### config.mk
export PLATFORM = sky130hd
export DESIGN_NAME = pixie_dma_sequencer
export DESIGN_NICKNAME = d
export VERILOG_FILES = /design/src/rtl/pixie_dma_sequencer_pkg.sv /design/src/rtl/pixie_line_timer.sv /design/src/rtl/pixie_dma_sequencer.sv
export SDC_FILE = /design/constraint.sdc
export NUM_CORES = 1
export LEC_CHECK = 0
export CORE_MARGIN = 2
export CORE_UTILIZATION = 50
export CTS_CLUSTER_SIZE = 28
export DETAILED_ROUTE_END_ITERATION = 6
export GPL_TIMING_DRIVEN = 0
export PLACE_DENSITY = 0.77
export SYNTH_ARGS = -nofsm -noshare
export SYNTH_HDL_FRONTEND = slang
export SYNTH_SLANG_ARGS = --single-unit
### constraint.sdc
create_clock -name clk -period 4.3 [get_ports clk]
set_input_delay 0.645 -clock clk [delete_from_list [all_inputs] [get_ports clk]]
set_output_delay 0.645 -clock clk [all_outputs]
set_load 0.005 [all_outputs]
### src/rtl/pixie_dma_sequencer_pkg.sv
// Shared timing constants, widths and FSM encoding for the PIXIE DMA front end.
package pixie_dma_sequencer_pkg;

  localparam int CYCLES_PER_LINE    = 14;
  localparam int LINES_PER_FRAME    = 262;
  localparam int DISPLAY_START_LINE = 80;
  localparam int DISPLAY_LINES      = 128;
  localparam int BYTES_PER_LINE     = 8;
  localparam int DMA_START_CYCLE    = 2;
  localparam int INT_LEAD_LINES     = 2;
  localparam int EF_LEAD_LINES      = 4;
  localparam int DISPLAY_END_LINE   = DISPLAY_START_LINE + DISPLAY_LINES;

  localparam int FB_ADDR_W = 10;
  localparam int CYCLE_W   = 4;
  localparam int LINE_W    = 9;
  localparam int ROW_W     = 7;
  localparam int BYTE_W    = 3;

  typedef enum logic [1:0] {
    ST_IDLE = 2'd0,
    ST_REQ  = 2'd1,
    ST_DONE = 2'd2
  } dma_state_e;

  function automatic logic in_range(input logic [LINE_W-1:0] line, input int lo, input int hi);
    return (int'(line) >= lo) && (int'(line) <= hi);
  endfunction

endpackage

### src/rtl/pixie_line_timer.sv
// Machine-cycle and scan-line counters; both advance only on mc_tick.
// line_wrap/frame_wrap are combinational and flag the tick on which the counters wrap.
module pixie_line_timer
  import pixie_dma_sequencer_pkg::*;
(
  input  logic              clk,
  input  logic              reset_n,
  input  logic              mc_tick,
  output logic [CYCLE_W-1:0] cycle,
  output logic [LINE_W-1:0]  line,
  output logic              line_wrap,
  output logic              frame_wrap
);

  logic [CYCLE_W-1:0] cycle_q, cycle_d;
  logic [LINE_W-1:0]  line_q, line_d;

  always_comb begin
    line_wrap  = mc_tick && (cycle_q == CYCLE_W'(CYCLES_PER_LINE - 1));
    frame_wrap = line_wrap && (line_q == LINE_W'(LINES_PER_FRAME - 1));
    cycle_d    = cycle_q;
    line_d     = line_q;
    if (mc_tick) begin
      cycle_d = line_wrap ? '0 : cycle_q + CYCLE_W'(1);
    end
    if (line_wrap) begin
      line_d = frame_wrap ? '0 : line_q + LINE_W'(1);
    end
  end

  always_ff @(posedge clk) begin
    if (!reset_n) begin
      cycle_q <= '0;
      line_q  <= '0;
    end else begin
      cycle_q <= cycle_d;
      line_q  <= line_d;
    end
  end

  assign cycle = cycle_q;
  assign line  = line_q;

endmodule

### src/rtl/pixie_dma_sequencer.sv
// PIXIE CPU-side sequencer: INT/EF flags, per-line DMA-out request, framebuffer write port.
// Writes land 1 clk after the acknowledging mc_tick; the CPU throttles by withholding sc_dma.
module pixie_dma_sequencer
  import pixie_dma_sequencer_pkg::*;
(
  input  logic                 clk,
  input  logic                 reset_n,
  input  logic                 mc_tick,
  input  logic                 sc_dma,
  input  logic [7:0]           cpu_data,
  input  logic                 disp_on,
  input  logic                 disp_off,
  output logic                 int_n,
  output logic                 efx_n,
  output logic                 dma_out_n,
  output logic                 fb_write_en,
  output logic [FB_ADDR_W-1:0] fb_addr,
  output logic [7:0]           fb_data,
  output logic                 underrun
);

  logic [CYCLE_W-1:0] cycle;
  logic [LINE_W-1:0]  line;
  logic               line_wrap, frame_wrap;

  pixie_line_timer u_timer (
    .clk        (clk),
    .reset_n    (reset_n),
    .mc_tick    (mc_tick),
    .cycle      (cycle),
    .line       (line),
    .line_wrap  (line_wrap),
    .frame_wrap (frame_wrap)
  );

  dma_state_e           state_q, state_d;
  logic [BYTE_W-1:0]    byte_idx_q, byte_idx_d;
  logic                 disp_en_q, disp_en_d;
  logic                 frame_en_q, frame_en_d;
  logic                 int_n_q, int_n_d;
  logic                 efx_n_q, efx_n_d;
  logic                 dma_out_n_q, dma_out_n_d;
  logic                 fb_write_en_q, fb_write_en_d;
  logic [FB_ADDR_W-1:0] fb_addr_q, fb_addr_d;
  logic [7:0]           fb_data_q, fb_data_d;
  logic                 underrun_q, underrun_d;

  logic             in_window, ack, last_byte;
  logic [ROW_W-1:0] row;

  assign in_window = frame_en_q && in_range(line, DISPLAY_START_LINE, DISPLAY_END_LINE - 1);
  assign row       = ROW_W'(line - LINE_W'(DISPLAY_START_LINE));
  assign ack       = (state_q == ST_REQ) && mc_tick && sc_dma;
  assign last_byte = (byte_idx_q == BYTE_W'(BYTES_PER_LINE - 1));

  always_comb begin
    state_d       = state_q;
    byte_idx_d    = byte_idx_q;
    dma_out_n_d   = dma_out_n_q;
    fb_write_en_d = 1'b0;
    fb_addr_d     = fb_addr_q;
    fb_data_d     = fb_data_q;
    underrun_d    = 1'b0;

    // Off wins a same-clk collision; frame_en only moves at the frame boundary.
    disp_en_d  = disp_off ? 1'b0 : (disp_on ? 1'b1 : disp_en_q);
    frame_en_d = frame_wrap ? disp_en_q : frame_en_q;

    int_n_d = !(frame_en_q &&
                in_range(line, DISPLAY_START_LINE - INT_LEAD_LINES, DISPLAY_START_LINE - 1));
    efx_n_d = !(frame_en_q &&
                (in_range(line, DISPLAY_START_LINE - EF_LEAD_LINES, DISPLAY_START_LINE - 1) ||
                 in_range(line, DISPLAY_END_LINE - EF_LEAD_LINES, DISPLAY_END_LINE - 1)));

    case (state_q)
      ST_IDLE: begin
        if (mc_tick && (cycle == CYCLE_W'(DMA_START_CYCLE - 1)) && in_window) begin
          state_d     = ST_REQ;
          dma_out_n_d = 1'b0;
        end
      end
      ST_REQ: begin
        if (ack) begin
          fb_write_en_d = 1'b1;
          fb_addr_d     = {row, byte_idx_q};
          fb_data_d     = cpu_data;
          byte_idx_d    = byte_idx_q + BYTE_W'(1);
        end
        // A short line skips DONE: the wrap that ends it is the one DONE would wait for.
        if (line_wrap) begin
          state_d     = ST_IDLE;
          byte_idx_d  = '0;
          dma_out_n_d = 1'b1;
          underrun_d  = !(ack && last_byte);
        end else if (ack && last_byte) begin
          state_d     = ST_DONE;
          dma_out_n_d = 1'b1;
        end
      end
      ST_DONE: begin
        if (line_wrap) begin
          state_d    = ST_IDLE;
          byte_idx_d = '0;
        end
      end
      default: state_d = ST_IDLE;
    endcase
  end

  always_ff @(posedge clk) begin
    if (!reset_n) begin
      state_q       <= ST_IDLE;
      byte_idx_q    <= '0;
      disp_en_q     <= 1'b0;
      frame_en_q    <= 1'b0;
      int_n_q       <= 1'b1;
      efx_n_q       <= 1'b1;
      dma_out_n_q   <= 1'b1;
      fb_write_en_q <= 1'b0;
      fb_addr_q     <= '0;
      fb_data_q     <= '0;
      underrun_q    <= 1'b0;
    end else begin
      state_q       <= state_d;
      byte_idx_q    <= byte_idx_d;
      disp_en_q     <= disp_en_d;
      frame_en_q    <= frame_en_d;
      int_n_q       <= int_n_d;
      efx_n_q       <= efx_n_d;
      dma_out_n_q   <= dma_out_n_d;
      fb_write_en_q <= fb_write_en_d;
      fb_addr_q     <= fb_addr_d;
      fb_data_q     <= fb_data_d;
      underrun_q    <= underrun_d;
    end
  end

  assign int_n       = int_n_q;
  assign efx_n       = efx_n_q;
  assign dma_out_n   = dma_out_n_q;
  assign fb_write_en = fb_write_en_q;
  assign fb_addr     = fb_addr_q;
  assign fb_data     = fb_data_q;
  assign underrun    = underrun_q;

endmodule
[Word-level counts from Yosys, hierarchy flattened]
Index checks and enable logic that the tools add are counted.
Storage, ports and cells
  flip-flop bits (word level): 43
  bits of input ports: 14
  logic and storage cells: 78
Operators by class
  magnitude comparators: 6
  equality and inequality tests: 10
  bitwise gates (word level): 1
  multiplexer cells: 16
  reduce and logical (&&, ||, !) cells: 28
  add/sub/neg operators: 4
Operators by type and width (number)
  >= comparator 9 x 7 -> 1 bit, second input constant: 3
  logical AND 1 bit: 14
  AND reduction 3 bit: 4
  adder 9 x 1 -> 9 bit, second input constant: 1
  == test 9 bit, second input constant: 1
  >= comparator 9 x 8 -> 1 bit, second input constant: 1
  <= comparator 9 x 7 -> 1 bit, second input constant: 1
  <= comparator 9 x 8 -> 1 bit, second input constant: 1
  2-to-1 mux 3 bit: 3
  2-to-1 mux 9 bit: 1
  2-to-1 mux 2 bit: 4
  subtractor 7 bit, second input constant: 1
  case mux 2 bit (3 select lines): 1
  case mux 3 bit (2 select lines): 1
  adder 4 x 1 -> 4 bit, second input constant: 1
  == test 4 x 1 -> 1 bit, second input constant: 1
  == test 4 bit, second input constant: 1
  2-to-1 mux 1 bit: 4
  2-to-1 mux 4 bit: 1
  != test 2 bit, second input constant: 2
  AND reduction 2 bit: 2
  nonzero test 2 bit: 2
  adder 3 x 1 -> 3 bit, second input constant: 1
  == test 3 bit, second input constant: 1
  10 further kinds: 12

[Logic depth before layout (Yosys ltp)]
  word-level depth: 7
  depth in mapped cells: 7

[Hierarchy]
From an unflattened synthesis, not the netlist that was laid out.
Unflattened totals
  cells, all modules: 230
  area total of the unflattened synthesis: 1995.7 um2
Modules (own cells, without submodules)
  pixie_dma_sequencer: area each 1317.5 um2, times used 1, sequential area each 600.6 um2, cells an instance 152
  pixie_line_timer: area each 678.2 um2, times used 1, sequential area each 260.2 um2, cells an instance 78

[Worst setup path after synthesis]
No wires, ideal clock.
  kind: input-to-reg
  from: input mc_tick
  to: register u_timer.line_q[7] (netlist: u_timer.line[7])
  buffers on the path: 2
  required time: 4.179 ns
  arrival time: 1.514 ns
  stages: 6
  slack: 2.665 ns
  path through: buf_4 -> nand4_1 -> buf_2 -> nor4_2 -> xnor2_1 -> nor2_1
On the way
  word-level cells in the longest chain between the ends: 3
Ends and longest elaborated chain
  start, declared: RTL line pixie_dma_sequencer.sv:8  | input logic mc_tick,
  logical AND 1 bit *: RTL line pixie_line_timer.sv:19  | line_wrap = mc_tick && (cycle_q == CYCLE_W'(CYCLES_PER_LINE - 1));
  logical AND 1 bit: RTL line pixie_line_timer.sv:20  | frame_wrap = line_wrap && (line_q == LINE_W'(LINES_PER_FRAME - 1));
  2-to-1 mux 9 bit: RTL line pixie_line_timer.sv:27  | line_d = frame_wrap ? '0 : line_q + LINE_W'(1);
  end signal, assigned: RTL line pixie_line_timer.sv:37  | line_q <= line_d;
  end, declared: RTL line pixie_line_timer.sv:16  | logic [LINE_W-1:0] line_q, line_d;
Every way passes the cells marked *; elsewhere a longest branch is shown, timed or not.
A chain may end at the register's enable or synchronous reset.

[Final worst setup path]
  from: input mc_tick
  to: register byte_idx_q[1]
On the way
  word-level cells in the longest chain between the ends: 4
Ends and longest elaborated chain
  logical AND 1 bit (2 in a row): RTL line pixie_dma_sequencer.sv:53  | assign ack = (state_q == ST_REQ) && mc_tick && sc_dma;
  != test 3 bit (no source line)
  AND reduction 3 bit (no source line)
  end signal, assigned: RTL line pixie_dma_sequencer.sv:125  | byte_idx_q <= byte_idx_d;
  end, declared: RTL line pixie_dma_sequencer.sv:37  | logic [BYTE_W-1:0] byte_idx_q, byte_idx_d;
Several ways; a longest one is shown, not always the timed one.

==> summary.txt <==
CTS
  – Max clock buf depth: 2
  – Post-CTS sizing: 0
  – Clock buffer count from CTS: 5
  – # clock sinks: 43
  – H-Tree Depth: 2
  – CTS tree: yes
  – Hold_buf cts: 0
  – Setup Buffers After CTS: 0
  – Root Driver: clkbuf_8
  – Worst-Skew Late Latency: roughly 0.30 ns
  – Clk slew on worst S/H paths: 0.08 ns

Yosys
  – Cells after Synth: between 200 and 250
  – Synth area leaders: dfxtp_1 42%, nand2_1 8.6%, a21boi_0 7.3%
  – Syn Area/Cell: about 8.6 um2
  – Count of cell types in the netlist: 43
  – Commonest cells in the netlist: 47 x nand2_1, 43 x dfxtp_1, 20 x a21boi_0
  – Synth area leader: dfxtp_1
  – Asr flop ratio synth: 0%
  – Syn Std Cell Area: 2060 um2
  – Top-count cell post-synth: nand2_1
  – Register bit total from synthesis: between 40 and 50
  – Yosys warnings: 0
  – Synth top area share: 41.9%
  – Post-synth EDFFs: 0
  – Sequential share of the synthesized area: between 40% and 50%
  – Ys flop type: dfxtp_1
  – Mapped Nets: between 200 and 300

Detailed routing
  – DRT iter0 DRCs: about 130
  – Post-route ant nets: 0
  – WL/cell: 12.5 um
  – Residual DRC: 0
  – Pre-antenna DRT Iters: 4
  – Via-to-Cell Ratio: a little over 5
  – DR vias: 1697
  – Routed WL: 4160 um

Worst setup path
  – Crit path max fanout: 10
  – Crit path buf inv count: 2
  – Setup crit end kind: flop
  – Startpoint types: primary input
  – WP data arrival: between 2 and 2.5 ns
  – CP cell instances: clkdlybuf4s50_1 -> buf_4 -> nand4b_2 -> a22oi_1 -> o22ai_1 -> and2_1
  – Slowest CP cell: clkdlybuf4s50_1
  – Critical path type: primary input to flop
  – Required @ worst endpoint: 4.50 ns
  – Worst path top cell family by delay: buffers and inverters
  – Largest stage delay, worst path: about 0.47 ns

STA
  – Period utilization: a little under half
  – Final hold violations: 0
  – Tmin final: 2.02 ns
  – RSZ-0062 raised after global routing: false
  – F_max: 495 MHz
  – Setup Viol. Count Final: 0
  – Setup TNS: 0 ns
  – Hold_ws: 0.463 ns
  – Count of pins over their slew limit: 0
  – Actual slew at the worst max-slew pin: about 0.46 ns
  – Clock skew: a little under 0.004 ns
  – Max-slew headroom: 69.5%

Global routing
  – Initial antenna violation count: 0
  – Total gr overflow: 0
  – Pin count of the biggest net entering global routing: 14
  – Total track usage: between 10% and 20%
  – Via count of the first global-routing pass: 1476
  – First-pass GRT wire length: between 6000 and 7000 um

Power
  – Sw Pwr: between 0.15 and 0.2 mW
  – Seq pwr share: 50.1%
  – Pwr per Cell Area: roughly 310 nW/um2
  – Proportion of power drawn by the clock network: 45.2%
  – Leakage: 0.983 nW
  – Overall Power: ~0.81 mW
  – Logic pwr share: under 10%
  – Peak VDD IR: ~0.22 mV
  – Sw frac: roughly a fifth
  – Int Power: approximately 0.66 mW

Die
  – Die area: between 4000 and 5000 um2
  – Effective utilization at floorplan: about half
  – Die width: about 68 um
  – Die height: around 70 um
  – I/O pin count: 37
  – Cell Rows: 23
  – Core ar.: just under 4000 um2

Placement
  – PortBufs: 35
  – GPL Wtd Cong: 0.848
  – Post-DP HPWL: a little over 3000 um
  – Placed Cells: between 300 and 400

Outcome
  – Status: completed

Layout
  – Layout cells sized above 1: 7.80%
  – Area delta synth->final: 26.5%
  – Finished Layout Cells: around 330
  – # nets final: around 300
  – Antenna cell count: 0

Job
  – # Max-Cap Violations: 0

Worst hold path
  – Type of the tightest min-delay check: flop to flop
==> worst min-delay path, delay by kind of cell, from the launching register on <==
kind | cells | cell delay [ns]
flip-flops | 1 | 0.31
AO/OA/AOI/OAI | 1 | 0.06
AND/OR/NAND/NOR | 1 | 0.04
==> power by group through the flow <==
stage | logic, mW | clock network (mW) | registers [mW]
5_1_grt | 0.0430 | 0.397 | 0.408
3_5_place_dp | 0.0382 | 0 | 0.416
3_3_place_gp | 0.0376 | 0 | 0.416
4_1_cts | 0.0386 | 0.376 | 0.407
6_report | 0.0378 | 0.367 | 0.407
2_1_floorplan | 0.0223 | 0 | 0.415
==> path summary, 6_finish.rpt <==
| kind | from | to | slack (ns) | depth (start not counted) |
|---|---|---|---|---|
| worst max-delay path | mc_tick | byte_idx_q[1]$_SDFFE_PN0P_ | 2.28 | 6 |
| worst min-delay path | fb_addr[1]$_SDFFE_PN0P_ | fb_addr[1]$_SDFFE_PN0P_ | 0.46 | 2 |
| worst max register to register | u_timer.line[1]$_SDFFE_PN0P_ | dma_out_n$_SDFFE_PN1P_ | 2.51 | 5 |
| worst min register to register | fb_addr[1]$_SDFFE_PN0P_ | fb_addr[1]$_SDFFE_PN0P_ | 0.46 | 2 |
==> final cells by class <==
cell class	count	area, um2
buffer	18	87.6
clock buffer	6	72.6
clock inverter	2	60.1
fill	353	1370
inverter	10	37.5
multi-input combinational	168	1070
sequential	43	861
tap	50	62.6
timing repair buffer	35	350
==> kinds of logic (layout without fill, tap and decap cells) <==
logic type | after synthesis | count (layout) | synth area share, %
AND/OR/NAND/NOR | 105 | 105 | 25.7
flip-flops | 43 | 43 | 41.9
AO/OA/AOI/OAI | 40 | 40 | 14.4
buffers and inverters | 28 | 71 | 6.09
adder cells (fa/ha/maj) | 10 | 10 | 6.09
XOR/XNOR | 9 | 9 | 3.83
multiplexers | 4 | 4 | 2.01
==> routing by layer <==
layer  vias up  routed length, um  global-route usage, %
met3        13                143                   5.59
met1       763               1940                   25.1
met4         0                 84                   7.75
li1        890                  -                      -
met2        31               1990                   31.4
met5         -                  0                      0
==> metrics by stage <==
| stage | area (um2) | util (%) | setup slack, ns |
|---|---|---|---|
| CTS | 2600 | 65.5 | 2.28 |
| floorplan | 2060 | - | 2.67 |
| finish | 2600 | 65.5 | 2.28 |
| global route | 2600 | 65.5 | 2.13 |
| detailed placement | 2470 | 62.2 | 1.97 |
| global placement | 2470 | 62.2 | 1.99 |
==> sequential cells by signal (all words and copies together) (netlist names), 2 cells and up <==
signal,flops
fb_addr,10
u_timer.cycle,4
fb_data,8
state_q,2
byte_idx_q,3
u_timer.line,9
==> placed cells by master (no fill, tap or decap), drive strengths merged, types with 2 or more instances in the layout <==
cell type and instances:
clkdlybuf4s50 35, nand4 10, a21oi 2, nor3 3, ha 10, a31oi 2
o21ai 3, dfxtp 43, nor2 18, and2 7, inv 10, a32oi 2
mux2i 3, bufinv 2, a21boi 20, nor3b 2, nand3 5, clkbuf 15
xor2 5, nand2 47, buf 9, nor2b 4, o22ai 3, and4b 2
xnor2 4
Note: power is estimated with default switching activity, not from simulation.
